===== config.mk =====
export PLATFORM = sky130hd
export DESIGN_NAME = sdrd_sector_packer
export DESIGN_NICKNAME = d
export VERILOG_FILES = /design/src/rtl/sdrd_sector_packer.sv
export SDC_FILE = /design/constraint.sdc
export NUM_CORES = 1
export LEC_CHECK = 0
export BUFFER_PORTS_ARGS = -buffer_cell sky130_fd_sc_hd__buf_2
export CAP_MARGIN = 20
export CORE_MARGIN = 2
export CORE_UTILIZATION = 41
export CTS_BUF_LIST = sky130_fd_sc_hd__clkbuf_4
export CTS_CLUSTER_DIAMETER = 60
export DETAILED_ROUTE_END_ITERATION = 8
export GPL_TIMING_DRIVEN = 0
export SYNTH_ARGS = -nofsm -noshare
export SYNTH_HDL_FRONTEND = slang
export SYNTH_SLANG_ARGS = --single-unit

===== constraint.sdc =====
create_clock -name CLK -period 4.1 [get_ports CLK]
set_input_delay 0.205 -clock CLK [delete_from_list [all_inputs] [get_ports CLK]]
set_output_delay 0.205 -clock CLK [all_outputs]
set_load 0.03 [all_outputs]

===== src/rtl/sdrd_sector_packer.sv =====
// sdrd_sector_packer: SD CMD17 block receiver packing 512 data bytes into sixteen 256-bit words with CRC16 check
module sdrd_sector_packer #(
   parameter int unsigned TOKEN_TIMEOUT = 1024,
   parameter bit          CRC_CHECK     = 1'b1
) (
   input  logic         CLK,
   input  logic         RST_X,
   input  logic         SECT_START,
   input  logic [7:0]   SPI_BYTE_IN,
   input  logic         SPI_BYTE_VALID,
   output logic [255:0] PRM_OUT,
   output logic         PRM_VALID,
   output logic [3:0]   PRM_WORD_IDX,
   output logic         SECT_DONE,
   output logic         SECT_ERR,
   output logic         BUSY
);
   typedef enum logic [2:0] {IDLE, WAIT_TOKEN, DATA, CRC_HI, CRC_LO, FINISH} state_t;
   localparam logic [15:0] TMO = TOKEN_TIMEOUT[15:0];
   state_t       state_q;
   logic [15:0]  tcnt_q, tcnt_d, crc_q, crc_d;
   logic [8:0]   bcnt_q;
   logic [7:0]   crc_hi_q;
   logic [255:0] lane_q, lane_d, prm_out_q;
   logic [3:0]   prm_idx_q;
   logic         prm_valid_q, done_q, err_q, busy_q;
   assign PRM_OUT      = prm_out_q;
   assign PRM_VALID    = prm_valid_q;
   assign PRM_WORD_IDX = prm_idx_q;
   assign SECT_DONE    = done_q;
   assign SECT_ERR     = err_q;
   assign BUSY         = busy_q;
   // CRC16-CCITT (0x1021), MSB-first, one byte per accepted data byte
   always_comb begin
      lane_d = lane_q;
      lane_d[{bcnt_q[4:0], 3'b000} +: 8] = SPI_BYTE_IN;
      crc_d = crc_q ^ {SPI_BYTE_IN, 8'h00};
      for (int i = 0; i < 8; i++)
         crc_d = crc_d[15] ? ({crc_d[14:0], 1'b0} ^ 16'h1021) : {crc_d[14:0], 1'b0};
      tcnt_d = tcnt_q + 16'd1;
   end
   always_ff @(posedge CLK or negedge RST_X)
      if (!RST_X) begin
         state_q     <= IDLE;
         tcnt_q      <= '0;
         crc_q       <= '0;
         bcnt_q      <= '0;
         crc_hi_q    <= '0;
         lane_q      <= '0;
         prm_out_q   <= '0;
         prm_idx_q   <= '0;
         prm_valid_q <= 1'b0;
         done_q      <= 1'b0;
         err_q       <= 1'b0;
         busy_q      <= 1'b0;
      end else begin
         prm_valid_q <= 1'b0;
         done_q      <= 1'b0;
         err_q       <= 1'b0;
         case (state_q)
            IDLE:
               if (SECT_START) begin
                  state_q <= WAIT_TOKEN;
                  tcnt_q  <= '0;
                  bcnt_q  <= '0;
                  crc_q   <= '0;
                  busy_q  <= 1'b1;
               end
            WAIT_TOKEN:
               if (SPI_BYTE_VALID) begin
                  if (SPI_BYTE_IN == 8'hFE)
                     state_q <= DATA;
                  else if (SPI_BYTE_IN == 8'hFF && tcnt_d != TMO)
                     tcnt_q <= tcnt_d;
                  else begin
                     state_q <= FINISH;
                     done_q  <= 1'b1;
                     err_q   <= 1'b1;
                     busy_q  <= 1'b0;
                  end
               end
            DATA:
               if (SPI_BYTE_VALID) begin
                  lane_q <= lane_d;
                  crc_q  <= crc_d;
                  bcnt_q <= bcnt_q + 9'd1;
                  if (&bcnt_q[4:0]) begin
                     prm_out_q   <= lane_d;
                     prm_valid_q <= 1'b1;
                     prm_idx_q   <= bcnt_q[8:5];
                  end
                  if (&bcnt_q)
                     state_q <= CRC_HI;
               end
            CRC_HI:
               if (SPI_BYTE_VALID) begin
                  crc_hi_q <= SPI_BYTE_IN;
                  state_q  <= CRC_LO;
               end
            CRC_LO:
               if (SPI_BYTE_VALID) begin
                  state_q <= FINISH;
                  done_q  <= 1'b1;
                  err_q   <= CRC_CHECK && ({crc_hi_q, SPI_BYTE_IN} != crc_q);
                  busy_q  <= 1'b0;
               end
            default:
               state_q <= IDLE;
         endcase
      end
endmodule


== Word-level counts from Yosys, hierarchy flattened ==
Cells that the tools add are included.

* Output and inout bits: 264
* Input bits: 12
* Register bits after elaboration: 572

* Bitwise gates (word level): 9
* Reductions and logical operators: 14
* Add/subtract/negate cells: 3
* Shift operators: 2
* Muxes and demuxes: 44
* Equal/unequal tests: 18

{| class="wikitable"
|+ Operator list
! kind !! number
|-
| $bwmux W256 || 1
|-
| $shift A8 B10 Y256 const A || 1
|-
| $shiftx A8 B10 Y256 || 1
|-
| $mux W13 || 8
|-
| $mux W16 || 5
|-
| $pmux W16 S2 || 2
|-
| $mux W3 || 8
|-
| $not A3 Y3 || 8
|-
| $mux W9 || 2
|-
| $ne A2 B2 Y1 const B || 9
|-
| $pmux W9 S2 || 1
|-
| $add A16 B1 Y16 const B || 1
|-
| $eq A8 B8 Y1 const B || 2
|-
| $ne A16 B11 Y1 const B || 1
|-
| $ne A16 B16 Y1 || 1
|-
| $xor A16 B16 Y16 || 1
|-
| $pmux W3 S5 || 1
|-
| $reduce_and A7 Y1 || 2
|-
| $mux W1 || 13
|-
| $neg A8 Y10 || 1
|-
| $reduce_and A5 Y1 || 2
|-
| $add A9 B1 Y9 const B || 1
|-
| $reduce_and A9 Y1 || 1
|-
| $eq A3 B2 Y1 const B || 2
|-
| other kinds (12) || 15
|}

== Longest topological paths before layout ==
* Depth in word-level cells: 19
* Mapped depth: 13
* Mapped depth without buffers: 11

== Least setup slack after synthesis ==
OpenSTA, ideal clock, no wires.

* Kind: reg-to-reg
* From: reg bcnt_q[0]
* To: reg lane_q[1]
* Data arrival time: 2.588 ns
* Cell stages (with the launch flop): 10
* Period minus slack after synthesis: 2.713 ns
* Library setup time: 0.125 ns
* Setup slack: 1.387 ns
* Path buffers: 3
* Path through: dfrtp_1 buf_2 inv_1 ha_1 or4b_1 or4_1 buf_2 or2_1 buf_2 mux2_2

* Cells in the longest elaborated chain, start to end: 3
* Elaborated cells on any way between the ends: 4

{| class="wikitable"
|+ RTL lines
! what !! RTL line !! text
|-
| start, declared || 22 || <nowiki>logic [8:0] bcnt_q;</nowiki>
|-
| start signal, assigned || 86 || <nowiki>bcnt_q <= bcnt_q + 9'd1;</nowiki>
|-
| $neg A8 Y10 * || 36 || <nowiki>lane_d[{bcnt_q[4:0], 3'b000} +: 8] = SPI_BYTE_IN;</nowiki>
|-
| $shiftx A8 B10 Y256 / $shift A8 B10 Y256 (equally long branches) || 36 ||
|-
| $bwmux W256 * || 36 ||
|-
| end signal, assigned || 84 || <nowiki>lane_q <= lane_d;</nowiki>
|-
| end, declared || 24 || <nowiki>logic [255:0] lane_q, lane_d, prm_out_q;</nowiki>
|}

Mark *: on every way between the ends. The rest lies on a longest branch, timed or not.
A chain may end at the register's enable or synchronous reset.

== Worst setup path in the final report ==
* From: reg bcnt_q[0]
* To: reg lane_q[127]

The elaborated chain is that of the path after synthesis.

==> metrics.csv <==
metric,value,unit
CP top delay family,simple AND/OR/NAND/NOR gates,
Crit. Startpoint,bcnt_q[0],
worst-path cell chain,buf_2 -> inv_1 -> ha_1 -> nand2b_1 -> nand2_1 -> nand2_1 -> nor2_2 -> nand2_1 -> clkbuf_1 -> nand2_1 -> o21ai_0,
Hold WC Path Type,primary input to flip-flop,
"Slew Viols, Final",0,
nets@finish,2765,
Flop pwr share,50.6,%
Worst slew margin,21.24,%
DP HPWL,57940,µm
drt via density,5.324,
CTS HTree Levels,4,
asr flop ratio synth,100.0,%
final worst path period need,3800,ps
Synth warnings,0,
Final Hold Fails,0,
I/O pin count,276,
Die Wd,252.3,µm
Num CTS Buffers,154,
synthesized cell area,25290,µm²
status,finished clean,
fill count,5749,
layout cell share with drive strength beyond 1,27.07,%
Detailed Routing Iterations Pass 1,6,
highest-count cells in the layout ignoring fill and taps,"dfrtp_1 (572), nand2_1 (433), o21ai_0 (387)",
Worst R2R Setup Slack,300,ps
Routed wire per std cell,21.88,µm
port bufs,268,
core box area,61370,µm²
CP max stage cell,nor2_2,
skew final,70.69,ps
aggregate global routing overflow,0,
Core Rows,91,
"Reg clk slew, reported paths",60,ps
setup TNS,0,ps
Tot GR Track Use,25.54,%
RePlAce Congestion,0.8600,
CP required,4960,ps
number of remaining DRC errors,0,
Power per Cell Area,379.0,nW/µm²
initial antenna violation count,3,
drt total wl,79980,µm
CTS root buffer,clkbuf_4,
multiplexer area fraction after synthesis,17.79,%
Cell variety after synth,67,
maximum vdd drop,0.2316,mV
CTS tree,done,
DIE HEIGHT,252.3,µm
Reg-to-Reg Start,bcnt_q[0],
Min Hold Slack,121.3,ps
Syn Inst Count,2303,
antenna-violating nets left,0,
Worst-Margin Slew,1181,ps
"most common cell after layout, fill and taps aside",dfrtp_1,
Sw Share,26.02,%
Arrival @ worst endpoint,4660,ps
predominant post-synthesis flop cell,dfrtp_1,
NetSw,2.944,mW
Max Clock Freq,263.1,MHz
cell mode on critical path,nand2_1,
Synth Area in XOR/XNOR,1.489,%
crit-path max FO,10,
global-route wire length before repair,120600,µm
buffer depth of the longest clock path,3,
Initial Util,41.20,%
vias in the first global route,20110,
unrepaired setup endpoints after global routing,false,
CP max stage delay,640,ps
clock sinks,572,
Critical Path End Type,flip-flop,
Post-Syn Area per Cell,10.98,µm²
"flops & latches, synth",572,
P_int,8.371,mW
P&R area growth vs syn,18.06,%
worst setup path end,lane_q[127],
1st-iter DRT viols,1239,
largest net degree at the start of global routing,116,
sequential area share after synthesis,56.61,%
compound-gate portion of the synthesized area,9.624,%
final setup fails,0,
detailed-route via count,19460,
Max Cap Violations,0,
kind of critical path,flip-flop to flip-flop,
crit share post-route,92.69,%
clock share of power,43.8,%
Die ar.,63680,µm²
Gate power share,5.7,%
Adder-Cell Fraction of Synth Area,0.3958,%
FF-to-FF End,lane_q[127],
Critical Path Start Type,flip-flop,
Mapped Nets,2323,
insertion delay to the later sink of the worst-skew pair,1040,ps
leakage power,13.84,nW
simple-gate share of the synthesized area,11.79,%
stages on the worst setup path,11,
"Buf+Inv Stages, Crit Path",3,
largest family of logic cells by synthesized area,multiplexers,
cells on worst reg2reg path,11,
Post-synth EDFFs,0,
[flip-flops by register name, indices dropped and copies added (netlist names)]
register      flops
SECT_DONE         1
PRM_VALID         1
state_q           3
PRM_OUT         256
lane_q          256
SECT_ERR          1
crc_q            16
crc_hi_q          8
PRM_WORD_IDX      4
BUSY              1
tcnt_q           16
bcnt_q            9
[cell families (layout without fill, tap and decap cells)]
group | count (synthesis) | after routing
AOI/OAI and AO/OA | 449 | 449
xor gates and xnor gates | 43 | 43
adders and majority gates | 8 | 8
buffers and inverters | 141 | 701
DFF | 572 | 572
muxes | 428 | 428
other | 0 | 3
and+or+nand+nor | 662 | 662
[what timing repair did]
item                                    4_1_cts  5_1_grt
endpoints found under the hold margin       226        0
endpoints found under the setup margin        0        2
hold buffers                                 13        0
setup buffers                                 0        0
resized for setup                             0        3
[worst min path at each step]
stage,to,start,depth (start not counted),slack (ps)
after floorplan,BUSY,RST_X,0,-90
after global placement,PRM_OUT[106],PRM_OUT[106],2,460
after detailed placement,PRM_OUT[121],RST_X,1,140
after CTS,lane_q[109],SPI_BYTE_IN[5],3,10
after global routing,lane_q[77],SPI_BYTE_IN[5],3,60
final,lane_q[237],SPI_BYTE_IN[5],3,120
[final cells by class]
class | instances | area [µm²] | area share [%]
plain buffers | 132 | 554.3 | 1.857
diodes | 3 | 7.507 | 0.02515
clock buffers | 219 | 1644 | 5.507
clock inverters | 55 | 257.7 | 0.8634
multi-input cells | 1590 | 10390 | 34.81
well taps | 790 | 988.4 | 3.311
repair buffers | 287 | 1664 | 5.574
flip-flops and latches | 572 | 14310 | 47.95
inverters | 8 | 30.03 | 0.1006
[power groups by stage]
stage / Sequential, mW / Combinational (mW) / Clock (mW)
CTS: 5.72 / 0.648 / 5.08
detailed placement: 5.83 / 0.627 / 0
floorplan: 5.84 / 0.329 / 0
finish: 5.72 / 0.641 / 4.95
global placement: 5.83 / 0.593 / 0
global route: 5.72 / 0.714 / 5.41
[worst register-to-register path, delay by kind of cell (launching register included)]
kind | cells | cell delay [ps]
and+or+nand+nor | 6 | 2230
buffers and inverters | 3 | 630
DFF | 1 | 410
adders and majority gates | 1 | 280
AOI/OAI and AO/OA | 1 | 80
[layer usage]
layer  vias up  global-route usage (%)  share of wire (%)
met3       180                   6.231                5.7
met5         -                       0                  0
met2       596                   39.90                 46
met1      9760                   33.36                 43
li1       8928                       -                  -
met4         0                   12.48                4.6
[synthesized netlist by cell type, types with 15 or more instances]
library cell,instances,area [µm²]
and2_1,27,168.9
buf_2,19,95.09
clkbuf_1,103,386.6
dfrtp_1,572,14310
mux2_2,172,1937
mux2i_1,256,2562
nand2_1,433,1625
nand3_1,19,95.09
nor2_1,74,277.8
nor2_2,19,118.9
nor3_1,15,75.07
nor3_2,15,150.1
o21ai_0,387,1937
xnor2_1,23,201.4
xor2_1,20,175.2
[stage by stage]
stage	worst slack, ps	area [µm²]	total power, mW	util (%)	instances
CTS	239.6	29840	11.45	48.62	3654
finish	299.8	29850	11.31	48.64	3656
global placement	-8811	27620	6.421	45.00	3361
detailed placement	234.2	27790	6.452	45.29	3367
global route	61.11	29850	11.85	48.64	3656
floorplan	1387	25290	6.173	-	2303
No activity file was read; power rests on OpenSTA's default activity.
